--- src/rtl/mul_div_unit.sv ---
// Iterative unsigned multiply/divide unit: shift-add multiply and restoring divide.
// One bit per cycle, with a fixed latency of DATA_WIDTH+1 cycles from accept to the done pulse.
module mul_div_unit #(
  parameter int unsigned DATA_WIDTH     = 64,
  parameter int unsigned REG_ADDR_WIDTH = 5,
  parameter int unsigned CNT_WIDTH      = 7
) (
  input  logic                      clk,
  input  logic                      rst,
  input  logic                      start,
  input  logic [1:0]                op,
  input  logic [DATA_WIDTH-1:0]     operandA,
  input  logic [DATA_WIDTH-1:0]     operandB,
  input  logic [REG_ADDR_WIDTH-1:0] destReg,
  output logic                      busy,
  output logic                      done,
  output logic [DATA_WIDTH-1:0]     result,
  output logic [REG_ADDR_WIDTH-1:0] resultReg,
  output logic                      regWrite
);

  localparam logic [1:0] OP_MUL   = 2'b00;
  localparam logic [1:0] OP_MULHU = 2'b01;
  localparam logic [1:0] OP_DIVU  = 2'b10;

  typedef enum logic [1:0] {IDLE, CALC, DONE} state_t;

  state_t                    state;
  state_t                    stateNext;
  logic [1:0]                opReg;
  logic [DATA_WIDTH-1:0]     multiplicand;
  logic [DATA_WIDTH-1:0]     divisor;
  logic [DATA_WIDTH-1:0]     quotient;
  logic [DATA_WIDTH:0]       remainder;
  logic [2*DATA_WIDTH-1:0]   product;
  logic [CNT_WIDTH-1:0]      counter;
  logic [REG_ADDR_WIDTH-1:0] destLatched;

  logic                      lastIter;
  logic [DATA_WIDTH:0]       addSum;
  logic [2*DATA_WIDTH-1:0]   productNext;
  logic [DATA_WIDTH:0]       remShift;
  logic [DATA_WIDTH:0]       diff;
  logic [DATA_WIDTH:0]       remainderNext;
  logic [DATA_WIDTH-1:0]     quotientNext;
  logic [DATA_WIDTH-1:0]     resultNext;

  assign lastIter = (counter == CNT_WIDTH'(DATA_WIDTH - 1));

  // Shift-add step: the carry out of the upper-half add lands in the product MSB after the shift
  always_comb begin
    addSum = {1'b0, product[2*DATA_WIDTH-1:DATA_WIDTH]};
    if (product[0]) begin
      addSum = addSum + {1'b0, multiplicand};
    end
    productNext = {addSum, product[DATA_WIDTH-1:1]};
  end

  // Restoring divide step; a zero divisor naturally yields all-ones quotient and remainder = dividend
  always_comb begin
    remShift      = {remainder[DATA_WIDTH-1:0], quotient[DATA_WIDTH-1]};
    diff          = remShift - {1'b0, divisor};
    remainderNext = diff[DATA_WIDTH] ? remShift : diff;
    quotientNext  = {quotient[DATA_WIDTH-2:0], ~diff[DATA_WIDTH]};
  end

  always_comb begin
    unique case (opReg)
      OP_MUL:   resultNext = productNext[DATA_WIDTH-1:0];
      OP_MULHU: resultNext = productNext[2*DATA_WIDTH-1:DATA_WIDTH];
      OP_DIVU:  resultNext = quotientNext;
      default:  resultNext = remainderNext[DATA_WIDTH-1:0];
    endcase
  end

  always_ff @(posedge clk or posedge rst) begin
    if (rst) begin
      state <= IDLE;
    end else begin
      state <= stateNext;
    end
  end

  always_comb begin
    stateNext = state;
    unique case (state)
      IDLE:    if (start) stateNext = CALC;
      CALC:    if (lastIter) stateNext = DONE;
      DONE:    stateNext = IDLE;
      default: stateNext = IDLE;
    endcase
  end

  // Datapath registers; operands are captured only on the accepting edge
  always_ff @(posedge clk or posedge rst) begin
    if (rst) begin
      opReg        <= '0;
      multiplicand <= '0;
      divisor      <= '0;
      quotient     <= '0;
      remainder    <= '0;
      product      <= '0;
      counter      <= '0;
      destLatched  <= '0;
    end else begin
      unique case (state)
        IDLE: begin
          if (start) begin
            opReg        <= op;
            multiplicand <= operandA;
            divisor      <= operandB;
            quotient     <= operandA;
            remainder    <= '0;
            product      <= {{DATA_WIDTH{1'b0}}, operandB};
            counter      <= '0;
            destLatched  <= destReg;
          end
        end
        CALC: begin
          product   <= productNext;
          remainder <= remainderNext;
          quotient  <= quotientNext;
          counter   <= counter + CNT_WIDTH'(1);
        end
        default: ;
      endcase
    end
  end

  // Registered status outputs follow the next state so they align with the state register
  always_ff @(posedge clk or posedge rst) begin
    if (rst) begin
      busy      <= 1'b0;
      done      <= 1'b0;
      regWrite  <= 1'b0;
      result    <= '0;
      resultReg <= '0;
    end else begin
      busy     <= (stateNext != IDLE);
      done     <= (stateNext == DONE);
      regWrite <= (stateNext == DONE);
      if (state == CALC && lastIter) begin
        result    <= resultNext;
        resultReg <= destLatched;
      end
    end
  end

endmodule

--- config.mk ---
export PLATFORM = sky130hd
export DESIGN_NAME = mul_div_unit
export DESIGN_NICKNAME = d
export VERILOG_FILES = /design/src/rtl/mul_div_unit.sv
export SDC_FILE = /design/constraint.sdc
export NUM_CORES = 1
export LEC_CHECK = 0
export CORE_ASPECT_RATIO = 0.7
export CORE_MARGIN = 4
export CORE_UTILIZATION = 45
export CTS_BUF_LIST = sky130_fd_sc_hd__clkbuf_8
export DETAILED_ROUTE_END_ITERATION = 10
export REMOVE_ABC_BUFFERS = 1
export SLEW_MARGIN = 10
export SYNTH_ARGS = -nofsm -noshare
export SYNTH_HDL_FRONTEND = slang
export SYNTH_SLANG_ARGS = --single-unit
--- constraint.sdc ---
create_clock -name clk -period 18.04 [get_ports clk]
set_input_delay 3.608 -clock clk [delete_from_list [all_inputs] [get_ports clk]]
set_output_delay 3.608 -clock clk [all_outputs]
set_load 0.05 [all_outputs]
==> flow_summary.yaml, run 1 <==
floorplanning:
  die_y_um: 222
  core.rowCount: 78
  ios: 210
  core_sq_um: 64800
  die_area_sq_um: 69600
  dieWidth_um: 314
  initial_core_util_pct: 45.4
clock_tree:
  cts_hold_buf: 0
  clock_sinks: 471
  cts_buffer_depth: 3
  cts_tree: "built"
  post_cts_buffers: 0
  htree_levels: 3
  clk_latency_ps: 710
  ctsRootBufferMaster: "clkbuf_8"
  numCtsBuffers: 81
  cts.clk_slew.worst_paths_ps: 60
  cts_resized: 0
drt:
  drc: 0
  drtAntennaViolNets: 0
  num_vias: 26300
  drt_pass1_iterations: 6
  wl_per_cell_um: 23.8
  viasPerCell: 6.11
  drt_iter0_drc: 2685
  totalWireLength_um: 102000
place:
  dp_slack_ps: 10520
  dpl.hpwl_um: 70600
  place_congestion: 0.947
  placed_cells: 4165
  io_buffers: 209
cells_and_area:
  synthToLayoutAreaGrowth_pct: 14.6
  final_nets: 3637
  fin_util_pct: 52.0
  fillerInstances: 6081
  diodes: 0
  final_cell_mix: "dfrtp_1, nand2_1, o21ai_0, a21oi_1, clkdlybuf4s50_1"
  drive_gt1_share_pct: 8.49
  mostFrequentLayoutCell: "dfrtp_1"
  finalNonFillerCells: 4308
critical_path:
  critPathLaunch: "rst"
  r2r_slack_ps: 12360
  crit_path_end_kind: "asynchronous set/reset pin"
  worstPathMaxFanout: 158
  required_ps: 18670
  cp_slowest_stage_delay_ps: 910
  start_kind: "input port"
  worst_ep_arrival_time_ps: 7170
  cp_slowest_cell: "buf_4"
  reg2reg_to: "result[0]"
  ff2ff_path_depth: 16
  crit_end: "opReg[0]"
  crit_path_frequent_cell: "buf_4"
  crit_chain: "clkdlybuf4s50_1, inv_8, buf_4, buf_12, buf_4"
  r2r-start: "quotient[63]"
  worstSetupPathType: "in2async"
synth:
  synth_cell_types: 89
  ys_ff_latch: 471
  synthCells: 3281
  yosysWarnings: 0
  synth-seq-area-share_pct: 40.0
  synth-async-reset-ratio_pct: 100
  syn_avg_cell_area_sq_um: 8.97
  synth-main-ff-cell: "dfrtp_1"
  synth_area_sq_um: 29400
  synth-edff-count: 0
timing:
  relSlewSlack_pct: 22.7
  worst_slew_pin_slew_ps: 1160
  period_needed_ps: 6540
  grt_setup_unrepaired: "no"
  drv_slew: 0
  clock_skew_ps: 32.4
  setup_violations: 0
  fmax_mhz: 153
  hold_viol_final: 0
  finalCritPeriodShare_pct: 36.3
  fin_tns_setup_ps: 0
  setup_ws_ps: 11500
global_route:
  grt_overflow_total: 0
  grt_first_pass_wirelength_um: 158000
  grt_max_degree: 202
  antenna_found_initial: 1
  grt_pass1_vias: 25600
  gr-usage-all-layers_pct: 29.0
worst_hold_path:
  hp-class: "reg2reg"
run_status:
  outcome: "finished, final reports clean"
run:
  cap_violations: 0
[cell type report]
class                           count  area [sq um]  area share (%)
Timing Repair Buffer              237          2320            6.89
Clock inverter                     42           332           0.983
Clock buffer                      101          1390            4.12
Tap cell                          880          1100            3.26
Sequential cell                   471         11800            35.0
Multi-Input combinational cell   2467         16400            48.5
Inverter                          110           420            1.25
[kinds of logic after synthesis]
logic type	Yosys count	share of synthesized area, %
compound gates	1109	23.6
xor+xnor	118	3.51
fa+ha+maj	131	5.62
buf+inv	343	4.58
flops	471	40.0
mux	266	9.51
simple gates	843	13.1
[Yosys cell counts, types with 6 or more instances]
library cell,instances,share of area (%)
nor4_1,8,0.17
mux2_2,88,3.4
ha_1,129,5.5
a2111oi_0,6,0.18
a21boi_0,6,0.15
a21o_1,54,1.4
nor3_1,71,1.2
o31ai_1,14,0.36
xor2_1,36,1.1
a22o_1,16,0.48
inv_1,109,1.4
a31oi_1,28,0.60
a21oi_1,224,3.8
and2_1,19,0.40
nand2b_1,12,0.26
clkbuf_1,198,2.5
o21ai_0,413,7.0
o21bai_1,17,0.43
and3_1,15,0.32
mux2i_1,175,6.0
a22oi_1,129,3.3
o22ai_1,15,0.32
nor2_1,99,1.3
dfrtp_1,471,40
nand4_1,42,0.89
nand2_1,428,5.5
o21a_1,16,0.41
nor2b_1,82,1.7
nand3_1,35,0.60
o211ai_1,14,0.36
a211oi_1,24,0.61
buf_1,15,0.19
or3_1,10,0.21
a221o_1,39,1.3
or2_2,6,0.13
o21ai_1,15,0.26
xnor2_1,82,2.4
o221ai_1,7,0.21
buf_2,13,0.22
[worst max-delay path: cells and delay by family]
kind | cells | cell delay (ps)
buffers and inverters | 5 | 3420
[sequential cells by signal, indices dropped and copies added (netlist names)]
register,cells
divisor,64
result,64
multiplicand,64
resultReg,5
destLatched,5
regWrite,1
busy,1
state,2
remainder,64
counter,7
quotient,64
opReg,2
product,128
[how the worst min path moves through the flow]
stage / startpoint / endpoint / slack [ps] / cells after the start
after CTS: destLatched[0] / resultReg[0] / 470 / 2
after global placement: destLatched[4] / resultReg[4] / 450 / 2
after floorplan: destLatched[0] / resultReg[0] / 430 / 2
after global routing: result[19] / result[19] / 500 / 1
after detailed placement: destLatched[4] / resultReg[4] / 460 / 2
final: destLatched[0] / resultReg[0] / 470 / 2
[through the flow]
step                      hold WS [ps]  instance area (sq um)
after floorplan                    435                  28500
after global placement             447                  32000
after detailed placement           461                  32000
after CTS                          475                  33700
after global routing               501                  33700
final                              465                  33700
[layer usage]
| layer | vias to the layer above | global-route usage [%] | part of all wire, % |
|---|---|---|---|
| met2 | 1028 | 40.5 | 41 |
| met3 | 125 | 6.40 | 8.2 |
| met1 | 13100 | 45.3 | 49 |
| met4 | 2 | 6.53 | 1.9 |
| li1 | 12100 | - | - |
| met5 | - | 0 | 0.012 |
Power of run 1 is not shown: default switching activity piles up to over one toggle a cycle in this logic, so the estimate is an artifact.
==> run 2: changes to the inputs <==
clock period = 6.4 ns   (was 18.04 ns; I/O delays follow)
==> run 2 against run 1 <==
Non-clock buffer count grew 7. Clock skew up 7.9 ps. Via count up 0.43%. Critical path type is now reg2reg. Final cell count up 0.21%. First-iteration DRC count rose by 4.1%. Final area is 0.43% higher. Worst setup slack got worse by 10000 ps. Register-to-register slack got worse by 11000 ps. Utilization up 0.22 points. Wire length increased by 1.9%.
==> flow_summary.yaml, run 2 (synthesis gave the netlist of run 1 again) <==
drt:
  drt_pass1_iterations: 6
  num_vias: 26400
  drtAntennaViolNets: 0
  wl_per_cell_um: 24.2
  drt_iter0_drc: 2795
  drc: 0
  viasPerCell: 6.12
  totalWireLength_um: 104000
critical_path:
  worstSetupPathType: "reg2reg"
  start_kind: "flop"
  worstPathMaxFanout: 36
  worst_ep_arrival_time_ps: 5580
  required_ps: 6980
  crit_path_end_kind: "flop"
cells_and_area:
  final_cell_mix: "dfrtp_1, nand2_1, o21ai_0, a21oi_1, clkdlybuf4s50_1"
  largest_register_ff_count: 128
  final_nets: 3643
  synthToLayoutAreaGrowth_pct: 15.1
  fin_util_pct: 52.3
  mostFrequentLayoutCell: "dfrtp_1"
  diodes: 0
  regMostFlops: "product"
  drive_gt1_share_pct: 8.79
run:
  cap_violations: 0
timing:
  fin_tns_setup_ps: 0
  relSlewSlack_pct: 20.0
  fmax_mhz: 200
  period_needed_ps: 5010
  hold_viol_final: 0
  clock_skew_ps: 40.3
  worst_slew_pin_slew_ps: 1200
  grt_setup_unrepaired: "no"
  setup_ws_ps: 1390
  finalCritPeriodShare_pct: 78.3
  drv_slew: 0
  setup_violations: 0
global_route:
  grt_overflow_total: 0
  antenna_found_initial: 2
  grt_max_degree: 126
  grt_first_pass_wirelength_um: 161000
  gr-usage-all-layers_pct: 29.4
  grt_pass1_vias: 25800
floorplanning:
  core_sq_um: 64800
  die_y_um: 222
  ios: 210
  core.rowCount: 78
  initial_core_util_pct: 45.4
  dieWidth_um: 314
  die_area_sq_um: 69600
clock_tree:
  ctsRootBufferMaster: "clkbuf_8"
  cts_hold_buf: 0
  cts_resized: 0
  post_cts_buffers: 0
  htree_levels: 3
  numCtsBuffers: 80
  clk_latency_ps: 710
  cts.clk_slew.worst_paths_ps: 60
  cts_tree: "built"
  clock_sinks: 471
  cts_buffer_depth: 3
place:
  dpl.hpwl_um: 73400
  place_congestion: 0.920
  dp_slack_ps: 1410
  io_buffers: 209
run_status:
  outcome: "finished, final reports clean"
worst_hold_path:
  hp-class: "reg2reg"
-- run 2: layout make-up --
type | count | area (sq um)
Timing Repair Buffer | 244 | 2440
Fill cell | 6054 | 30900
Tap cell | 880 | 1100
Sequential cell | 471 | 11800
Clock buffer | 106 | 1460
Clock inverter | 39 | 292
Inverter | 110 | 420
Multi-Input combinational cell | 2467 | 16400
-- run 2: critical path: stages, from the launching register on --
cell and delay, ps:
dfrtp_1 360, inv_1 90, ha_1 200, inv_1 60, fa_1 430, a211oi_2 240
o21ai_1 190, or2_4 290, a21oi_4 280, a2bb2oi_2 450, o21ai_4 190, a41oi_2 240
o311a_4 580, buf_4 470, mux2i_1 310, mux2i_1 130, a221o_1 370
-- run 2: final timing paths --
kind	startpoint	to	slack, ps	depth (start not counted)
setup / recovery	quotient[63]	result[3]	1390	16
hold / removal	destLatched[2]	resultReg[2]	460	2
setup reg to reg	quotient[63]	result[3]	1390	16
hold reg to reg	destLatched[2]	resultReg[2]	460	2
max in group asynchronous	rst	opReg[1]	4070	3
min in group asynchronous	rst	product[22]	1190	2
-- run 2: metrics by stage --
stage / cell area, sq um / std cells / hold WS, ps
3_3_place_gp: 32100 / 4172 / 445
3_5_place_dp: 32100 / 4172 / 454
6_report: 33900 / 4317 / 462
2_1_floorplan: 28500 / 3048 / 435
5_1_grt: 33900 / 4317 / 473
4_1_cts: 33900 / 4317 / 467
-- run 2: routing by layer --
layer | vias to the layer above | share of wire (%) | GRT usage, %
met4 | 0 | 2.0 | 6.93
li1 | 12100 | - | -
met1 | 13100 | 50 | 46.8
met2 | 1087 | 40 | 40.3
met3 | 135 | 8.4 | 6.35
met5 | - | 0 | 0
Power of run 2 is left out for the same reason.
==> run 3: changes to the inputs <==
PLACE_DENSITY = 0.66   (was default)
clock period = 4.6 ns   (was 6.4 ns; I/O delays follow)
==> run 3 against run 2 <==
Clock-buffer cell count fell by 10. Non-clock buffer count rose by 18. Via count fell by 0.60%. Die area did not move. Final cell count rose by 0.30%. Fmax rose by 17%. Critical path depth fell by 3. Sequential cell count did not move. Register-to-register slack got worse by 1100 ps. Final area rose by 0.11%. Critical path type unchanged. Highest routed layer unchanged. Utilization rose by 0.060 points.
==> flow_summary.yaml, run 3 (synthesis gave the netlist of run 1 again) <==
run_status:
  outcome: "finished, final reports clean"
worst_hold_path:
  hp-class: "reg2reg"
  hold_start: "destLatched[0]"
floorplanning:
  core.rowCount: 78
  initial_core_util_pct: 45.4
  die_y_um: 222
  die_area_sq_um: 69600
  ios: 210
  core_sq_um: 64800
  dieWidth_um: 314
critical_path:
  r2r-start: "remainder[26]"
  cp_slowest_stage_delay_ps: 680
  cp_slowest_cell: "a221oi_1"
  worst-path-buf-inv: 1
  crit_path_end_kind: "flop"
  required_ps: 5160
  worstSetupPathType: "reg2reg"
  critPathLaunch: "remainder[26]"
  crit_chain: "ha_1, a21oi_1, o21ai_0, nor3_1, o22ai_1, a221oi_1, o21ai_4, a41oi_2, o311a_4, buf_12, mux2i_1, mux2i_1, a221o_1"
  path_delay_family: "compound AO/OA/AOI/OAI gates"
  worst_ep_arrival_time_ps: 4850
  worstPathMaxFanout: 22
  crit_path_frequent_cell: "mux2i_1"
  start_kind: "flop"
drt:
  drc: 0
  drt_pass1_iterations: 6
  num_vias: 26300
  totalWireLength_um: 98400
  wl_per_cell_um: 22.7
  drt_iter0_drc: 2874
  viasPerCell: 6.07
  drtAntennaViolNets: 0
global_route:
  grt_pass1_vias: 24600
  grt_first_pass_wirelength_um: 151000
  grt_max_degree: 114
  grt_overflow_total: 0
  gr-usage-all-layers_pct: 27.6
  antenna_found_initial: 2
clock_tree:
  cts.clk_slew.worst_paths_ps: 70
  cts_buffer_depth: 3
  clk_latency_ps: 710
  numCtsBuffers: 78
  htree_levels: 3
  post_cts_buffers: 0
  cts_resized: 0
  clock_sinks: 471
  ctsRootBufferMaster: "clkbuf_8"
  cts_tree: "built"
  cts_hold_buf: 0
cells_and_area:
  largest_register_ff_count: 128
  final_cell_mix: "dfrtp_1, nand2_1, o21ai_0, a21oi_1, clkdlybuf4s50_1"
  final_nets: 3659
  regMostFlops: "product"
  fillerInstances: 6079
  drive_gt1_share_pct: 8.76
  mostFrequentLayoutCell: "dfrtp_1"
  finalNonFillerCells: 4330
  synthToLayoutAreaGrowth_pct: 15.2
timing:
  relSlewSlack_pct: 25.8
  fin_tns_setup_ps: 0
  hold_viol_final: 0
  finalCritPeriodShare_pct: 93.2
  drv_slew: 0
  setup_violations: 0
  grt_setup_unrepaired: "no"
  fmax_mhz: 233
  setup_ws_ps: 315
  period_needed_ps: 4290
  worst_slew_pin_slew_ps: 1110
  clock_skew_ps: 42.3
place:
  io_buffers: 209
  dp_slack_ps: 377
  placed_cells: 4190
  place_congestion: 0.951
  dpl.hpwl_um: 69300
run:
  cap_violations: 0
run 3: metrics by stage:
step	hold WS (ps)	area [sq um]	utilization, %
2_1_floorplan	435	28500	-
3_3_place_gp	445	32300	49.9
3_5_place_dp	450	32300	49.9
4_1_cts	464	33900	52.3
5_1_grt	494	33900	52.3
6_report	463	33900	52.3
run 3: cell type report:
type	count	area, sq um	area share [%]
inverter	110	420	1.24
clock inverter	43	245	0.723
sequential	471	11800	34.8
timing repair buffer	262	2660	7.84
antenna	1	2.50	0.00738
tap	880	1100	3.25
multi-input combinational	2467	16400	48.2
clock buffer	96	1320	3.90
run 3: per-layer routing:
| metal | vias to the layer above | GRT usage, % | part of all wire (%) |
|---|---|---|---|
| li1 | 12100 | - | - |
| met1 | 12800 | 43.7 | 48 |
| met2 | 1222 | 36.2 | 39 |
| met3 | 155 | 7.82 | 10 |
| met4 | 0 | 7.33 | 2.6 |
| met5 | - | 0 | 0 |
run 3: worst register-to-register path: stages (launching register included):
cell	delay, ps
dfrtp_1	400
ha_1	350
a21oi_1	250
o21ai_0	170
nor3_1	270
o22ai_1	170
a221oi_1	680
o21ai_4	220
a41oi_2	250
o311a_4	390
buf_12	240
mux2i_1	300
mux2i_1	120
a221o_1	330
run 3: path summary, 6_finish.rpt:
check / end / slack [ps] / cells after the start
setup / recovery: result[16] / 310 / 13
hold / removal: resultReg[0] / 460 / 2
setup reg to reg: result[16] / 310 / 13
hold reg to reg: resultReg[0] / 460 / 2
max in group asynchronous: product[25] / 2830 / 3
min in group asynchronous: remainder[26] / 760 / 2
Power of run 3 is left out for the same reason.
